$ cat src/rtl/wordle_score_engine.sv
`default_nettype none
// ============================================================================
// Module      : wordle_score_engine
// Description : Sequential Wordle row scorer with per-game colour history.
//               Optional hard mode enabled by macro WORDLE_HARD_MODE_EN.
// Revision    : 1.0 - initial release
// ============================================================================
module wordle_score_engine #(
    parameter int WORD_LEN    = 5,
    parameter int MAX_GUESSES = 6,
    parameter int LETTER_W    = 8
) (
    input  logic                         Clk,
    input  logic                         reset,
    input  logic                         new_game,
    input  logic [WORD_LEN*LETTER_W-1:0] secret,
    input  logic [WORD_LEN*LETTER_W-1:0] guess,
    input  logic                         guess_valid,
    output logic                         guess_ready,
    output logic                         result_valid,
    output logic [2*WORD_LEN-1:0]        colors,
    output logic [2:0]                   row,
    input  logic [2:0]                   rd_row,
    output logic [2*WORD_LEN-1:0]        rd_colors,
    output logic                         win,
    output logic                         lose,
    output logic                         reject
);

    localparam int c_IDX_W = (WORD_LEN > 1) ? $clog2(WORD_LEN) : 1;

    typedef enum logic [2:0] {
        S_IDLE   = 3'd0,
        S_READY  = 3'd1,
        S_GREEN  = 3'd2,
        S_YELLOW = 3'd3,
        S_POST   = 3'd4,
`ifdef WORDLE_HARD_MODE_EN
        S_CHECK  = 3'd6,
`endif
        S_OVER   = 3'd5
    } state_t;

    state_t r_state, w_next;

    logic [WORD_LEN*LETTER_W-1:0] r_secret, r_guess;
    logic [c_IDX_W-1:0]           r_idx;
    logic [WORD_LEN-1:0]          r_consumed;
    logic [1:0]                   r_col [WORD_LEN];
    logic [2*WORD_LEN-1:0]        r_hist [8];
    logic [2:0]                   r_row;
    logic                         r_win, r_lose;

    logic [LETTER_W-1:0]          w_sec_l [WORD_LEN];
    logic [LETTER_W-1:0]          w_gss_l [WORD_LEN];
    logic [WORD_LEN-1:0]          w_green;
    logic                         w_last_idx, w_match, w_all_green, w_y_found;
    logic [c_IDX_W-1:0]           w_y_j;

    // Position 0 lives in the MSBs of every packed word and colour vector.
    for (genvar p = 0; p < WORD_LEN; p++) begin : g_unpack
        assign w_sec_l[p] = r_secret[(WORD_LEN-1-p)*LETTER_W +: LETTER_W];
        assign w_gss_l[p] = r_guess[(WORD_LEN-1-p)*LETTER_W +: LETTER_W];
        assign colors[(WORD_LEN-1-p)*2 +: 2] = r_col[p];
        assign w_green[p] = (r_col[p] == 2'b10);
    end

    assign w_last_idx   = (r_idx == c_IDX_W'(WORD_LEN-1));
    assign w_match      = (w_sec_l[r_idx] == w_gss_l[r_idx]);
    assign w_all_green  = &w_green;
    assign guess_ready  = (r_state == S_READY);
    assign result_valid = (r_state == S_POST);
    assign row          = r_row;
    assign win          = r_win;
    assign lose         = r_lose;
    assign rd_colors    = ({1'b0, rd_row} < 4'(MAX_GUESSES)) ? r_hist[rd_row] : '0;

    // Descending scan so the lowest matching unconsumed slot wins.
    always_comb begin
        w_y_found = 1'b0;
        w_y_j     = '0;
        for (int j = WORD_LEN-1; j >= 0; j--) begin
            if (!r_consumed[j] && (w_sec_l[j] == w_gss_l[r_idx])) begin
                w_y_found = 1'b1;
                w_y_j     = c_IDX_W'(j);
            end
        end
    end

`ifdef WORDLE_HARD_MODE_EN
    logic [WORD_LEN-1:0] r_gmask;
    logic                r_viol;
    logic                w_chk_bad;
    assign w_chk_bad = r_gmask[r_idx] && !w_match;
    assign reject    = (r_state == S_CHECK) && w_last_idx && (r_viol || w_chk_bad);
`else
    assign reject = 1'b0;
`endif

    always_ff @(posedge Clk) begin
        if (reset) r_state <= S_IDLE;
        else       r_state <= w_next;
    end

    always_comb begin
        w_next = r_state;
        case (r_state)
            S_READY: begin
                if (guess_valid) begin
`ifdef WORDLE_HARD_MODE_EN
                    w_next = S_CHECK;
`else
                    w_next = S_GREEN;
`endif
                end
            end
`ifdef WORDLE_HARD_MODE_EN
            S_CHECK:  if (w_last_idx) w_next = reject ? S_READY : S_GREEN;
`endif
            S_GREEN:  if (w_last_idx) w_next = S_YELLOW;
            S_YELLOW: if (w_last_idx) w_next = S_POST;
            S_POST:   w_next = (w_all_green || (r_row == 3'(MAX_GUESSES-1))) ? S_OVER : S_READY;
            default:  w_next = r_state;
        endcase
        if (new_game) w_next = S_READY;
    end

    always_ff @(posedge Clk) begin
        if (reset || new_game) begin
            r_secret   <= reset ? '0 : secret;
            r_guess    <= '0;
            r_idx      <= '0;
            r_consumed <= '0;
            r_row      <= '0;
            r_win      <= 1'b0;
            r_lose     <= 1'b0;
            for (int k = 0; k < WORD_LEN; k++) r_col[k] <= 2'b00;
            for (int k = 0; k < 8; k++) r_hist[k] <= '0;
`ifdef WORDLE_HARD_MODE_EN
            r_gmask    <= '0;
            r_viol     <= 1'b0;
`endif
        end else begin
            case (r_state)
                S_READY: begin
                    if (guess_valid) begin
                        r_guess    <= guess;
                        r_idx      <= '0;
                        r_consumed <= '0;
                        for (int k = 0; k < WORD_LEN; k++) r_col[k] <= 2'b00;
`ifdef WORDLE_HARD_MODE_EN
                        r_viol     <= 1'b0;
`endif
                    end
                end
`ifdef WORDLE_HARD_MODE_EN
                S_CHECK: begin
                    if (w_chk_bad) r_viol <= 1'b1;
                    r_idx <= w_last_idx ? '0 : r_idx + 1'b1;
                end
`endif
                S_GREEN: begin
                    if (w_match) begin
                        r_col[r_idx]      <= 2'b10;
                        r_consumed[r_idx] <= 1'b1;
                    end
                    r_idx <= w_last_idx ? '0 : r_idx + 1'b1;
                end
                S_YELLOW: begin
                    if (!w_green[r_idx] && w_y_found) begin
                        r_col[r_idx]      <= 2'b01;
                        r_consumed[w_y_j] <= 1'b1;
                    end
                    r_idx <= w_last_idx ? '0 : r_idx + 1'b1;
                end
                S_POST: begin
                    r_hist[r_row] <= colors;
`ifdef WORDLE_HARD_MODE_EN
                    r_gmask <= r_gmask | w_green;
`endif
                    if (w_all_green)                          r_win  <= 1'b1;
                    else if (r_row == 3'(MAX_GUESSES-1))      r_lose <= 1'b1;
                    else                                      r_row  <= r_row + 3'd1;
                end
                default: ;
            endcase
        end
    end

endmodule
`default_nettype wire

$ cat config.mk
export PLATFORM = sky130hd
export DESIGN_NAME = wordle_score_engine
export DESIGN_NICKNAME = d
export VERILOG_FILES = /design/src/rtl/wordle_score_engine.sv
export SDC_FILE = /design/constraint.sdc
export NUM_CORES = 1
export LEC_CHECK = 0
export ABC_AREA = 1
export ABC_CLOCK_PERIOD_IN_PS = 4300
export BUFFER_PORTS_ARGS = -buffer_cell sky130_fd_sc_hd__buf_2
export CAP_MARGIN = 20
export CORE_MARGIN = 2
export CORE_UTILIZATION = 45
export CTS_CLUSTER_SIZE = 28
export DETAILED_ROUTE_END_ITERATION = 16
export MAX_ROUTING_LAYER = met4
export SLEW_MARGIN = 0
export SYNTH_ARGS = -nofsm -noshare
export SYNTH_HDL_FRONTEND = slang
export SYNTH_SLANG_ARGS = --single-unit
$ cat constraint.sdc
create_clock -name Clk -period 4.3 [get_ports Clk]
set_input_delay 0.43 -clock Clk [delete_from_list [all_inputs] [get_ports Clk]]
set_output_delay 0.43 -clock Clk [all_outputs]
set_load 0.05 [all_outputs]
==> flow_summary.toml <==
[timing]
achievable-frequency_mhz = 297
clock-skew-final_ns = 0.0184
rsz0062_at_grt = "no"
worstMarginPinSlew_ns = 0.809
finalHoldViolations = 0
final-setup-viol-count = 0
layout_worst_path_cycle_share_pct = 78.4
totalNegativeSetupSlack_ns = 0
slew_violations = 0
timing.hold.ws_ns = 0.228
worst_slew_margin_rel_pct = 46.1
period_needed_ns = 3.37

[floorplan]
floorplan.die.width_microns = 150
fp.coreArea_sq_mm = 0.0210
initial_utilization_pct = 45.7
design.portCount = 115
number_of_placement_rows = 53
die_h_microns = 150
die_area_sq_mm = 0.0225

[layout]
n_antenna_cell = 0
stdcell_count = 1566
layout-area-overhead-vs-synth_pct = 13.5
final_layout_size_suffix_gt1_share_pct = 15.2
finalNetCount = 1369

[yosys]
synth_cell_type_count = 44
post_synth_fa_ha_maj_area_fraction_pct = 0.523
synthesis.area_per_instance_sq_um = 8.05
synth_ff_type = "sky130_fd_sc_hd__edfxtp_1"
postSynthCellCount = 1189
synth_compound_area_share_pct = 10.3
synth_simple_gate_area_share_pct = 26.5
parity_gate_share_of_the_synthesized_area_counting_xor_and_xnor_cells_pct = 1.18
syn-num-nets = 1280
yosysWarningCount = 0
postSynthRegisterBits = 186
post_synth_edffs = 130
synth_mux_area_share_pct = 0
synth-seq-area-share_pct = 52.5
synth_async_sr_flop_share_pct = 0
synth.cell_area_sq_mm = 0.00958
synth_top_family_by_area = "simple AND/OR/NAND/NOR gates"

[grt]
overflow = 0
initial_antenna_violation_count = 0
wire_length_of_the_first_global_routing_pass_mm = 40.4
via_count_of_the_first_global_routing_pass = 7494
grt_max_degree = 60
grt_use_total_pct = 24.2

[worst_setup_path]
critPathMaxStageDelay_ns = 0.67
worstPathCellList = "buf_4 -> nor2_4 -> nand2_4 -> clkinv_4 -> nand2_1 -> nand2_1 -> nor2_2 -> nor2_1 -> nor2_1 -> nand3_1 -> nor2_2 -> nor2_1 -> nand3_2 -> nand4_2 -> o21ai_2 -> nand2_1 -> nand2_1"
timing.critical_path.from_type = "register"
critical-path-top-cell-by-count = "sky130_fd_sc_hd__nand2_1"
critical_path.max_fanout = 14
slowest_cell_on_the_critical_path = "sky130_fd_sc_hd__dfxtp_1"
critPathArrivalTime_ns = 3.51
worstSetupStartpoint = "r_idx[1]"
end_kind = "register"
worst-path-buf-inv = 2
critical-path-top-delay-family = "simple AND/OR/NAND/NOR gates"
worstReg2RegStart = "r_idx[1]"
critical_path_class = "register to register"
cp.required_ns = 4.44

[placed_design]
gp_congestion = 0.957
port_buffers = 113
detailedPlacementHpwl_mm = 18.7
place.detailed.instances = 1534

[pwr]
worst_supply_voltage_drop_on_vdd_mv = 0.254
power_switching_w = 0.00125
intPower_w = 0.00295
p_seq_share_pct = 49.4
power.share.switching_pct = 29.7
p_total_w = 0.00420
p_comb_share_pct = 14.3
total_leakage_power_nw = 4.79
power.share.clock_pct = 36.4
power_per_cell_area_mw_per_mm2 = 386

[routing]
max_layer_used = "met4"
wl_met2_mm = 12.8
met3_length_mm = 1.25
1st_pass_router_iterations = 5
route.vias.total = 7946
initialDrtViolationCount = 464
antenna_left = 0
drt-total-wl_mm = 25.9
vias_per_cell = 5.07
post-route-drc-count = 0
m1WireLength_mm = 11.4
wl_per_cell_microns = 16.6

[clock_network]
cts_setup_buffers = 0
cts-buffers-inserted = 17
post_cts_resized = 0
htreeDepth = 4
clockBufferDepth = 2
clk_root_buffer_cell = "sky130_fd_sc_hd__clkbuf_16"
clkTransAtPathRegs_ns = 0.08
clock_latency_ns = 0.45
cts_tree = "done"
post_cts_hold_buffer_count = 0
cts.sinks = 186

[outcome]
outcome = "finished, final reports clean"

[hold_path]
hp-class = "input pin to register"
hold_path_startpoint = "guess[11]"

[run]
max_cap_viol_count = 0
## per-layer routing
layer | global-route usage (%) | vias to the layer above
met1 | 30.3 | 3641
met3 | 2.71 | 39
met5 | - | -
met4 | 6.75 | 0
li1 | - | 4015
met2 | 41.7 | 251
## worst paths after layout
path                      end  cells past startpoint  slack [ns]
setup reg to reg  r_col[4][1]                     17        0.93
hold / removal    r_guess[11]                      3        0.23
hold reg to reg   r_guess[25]                      2        0.47
setup / recovery  r_col[4][1]                     17        0.93
## power by group through the flow
stage / combinational [W] / sequential, W / clock (W)
2_1_floorplan: 0.000417 / 0.00210 / 0
3_3_place_gp: 0.000599 / 0.00211 / 0
3_5_place_dp: 0.000601 / 0.00211 / 0
4_1_cts: 0.000602 / 0.00207 / 0.00153
5_1_grt: 0.000673 / 0.00208 / 0.00159
6_report: 0.000600 / 0.00207 / 0.00153
## state kept, by name, summed over array words and instances (netlist names)
name        flops
r_consumed      5
row             3
lose            1
r_guess        40
win             1
r_secret       40
r_idx           3
r_hist         80
r_state         3
r_col          10
## cell usage after synthesis, types with 4 or more instances
master	instances	area [sq um]
sky130_fd_sc_hd__a22o_1	10	87.6
sky130_fd_sc_hd__buf_6	6	67.6
sky130_fd_sc_hd__edfxtp_1	130	3900
sky130_fd_sc_hd__a21oi_1	34	170
sky130_fd_sc_hd__nand2_2	8	50.1
sky130_fd_sc_hd__inv_2	7	26.3
sky130_fd_sc_hd__clkinv_1	5	18.8
sky130_fd_sc_hd__nand4_2	4	50.1
sky130_fd_sc_hd__nor2_2	7	43.8
sky130_fd_sc_hd__nand4_1	19	119
sky130_fd_sc_hd__xor2_1	11	96.3
sky130_fd_sc_hd__dfxtp_1	56	1120
sky130_fd_sc_hd__nor2_4	4	45.0
sky130_fd_sc_hd__o21ai_0	89	445
sky130_fd_sc_hd__o211ai_1	5	37.5
sky130_fd_sc_hd__ha_1	4	50.1
sky130_fd_sc_hd__nand2_1	213	800
sky130_fd_sc_hd__o22ai_1	25	156
sky130_fd_sc_hd__nand3_1	41	205
sky130_fd_sc_hd__nor2_1	290	1090
sky130_fd_sc_hd__o21ai_1	5	25.0
sky130_fd_sc_hd__clkbuf_1	38	143
sky130_fd_sc_hd__inv_1	146	548
sky130_fd_sc_hd__nor3_1	5	25.0
## cell families (layout without fill, tap and decap cells)
logic type,count (synthesis),in the layout
other cells,1,1
buf+inv,211,313
compound gates,175,175
flops,186,186
xor+xnor,12,12
simple gates,600,600
fa+ha+maj,4,4
## worst min-delay path: stages
cell                      delay [ns]
sky130_fd_sc_hd__buf_2          0.07
sky130_fd_sc_hd__o21ai_0        0.07
sky130_fd_sc_hd__nor2_1         0.07
## placed cells by master, fill, tap and decap left out, types with 6 or more instances in the layout
cell type                   instances
sky130_fd_sc_hd__nor2_1           289
sky130_fd_sc_hd__nand2_1          213
sky130_fd_sc_hd__inv_1            145
sky130_fd_sc_hd__edfxtp_1         130
sky130_fd_sc_hd__buf_2            113
sky130_fd_sc_hd__o21ai_0           89
sky130_fd_sc_hd__dfxtp_1           56
sky130_fd_sc_hd__nand3_1           41
sky130_fd_sc_hd__a21oi_1           34
sky130_fd_sc_hd__o22ai_1           25
sky130_fd_sc_hd__nand4_1           19
sky130_fd_sc_hd__clkbuf_16         17
sky130_fd_sc_hd__xor2_1            11
sky130_fd_sc_hd__a22o_1            10
sky130_fd_sc_hd__nand2_2            8
sky130_fd_sc_hd__buf_4              8
sky130_fd_sc_hd__inv_2              7
sky130_fd_sc_hd__nor2_2             7
sky130_fd_sc_hd__clkinv_1           6
## per-stage QoR
step,setup slack (ns),util [%],area [sq um]
4_1_cts,0.950,51.9,10900
5_1_grt,0.607,51.9,10900
2_1_floorplan,1.35,-,9580
3_5_place_dp,0.987,49.2,10300
6_report,0.930,51.9,10900
3_3_place_gp,0.973,49.2,10300
## layout make-up
class,count,area (sq um)
fillers,2087,10100
flip-flops and latches,186,5020
multi-input cells,792,3700
repair buffers,121,626
inverters,160,608
clock buffers,18,429
well taps,275,344
clock inverters,14,139
Power figures use the tool's default switching activity.
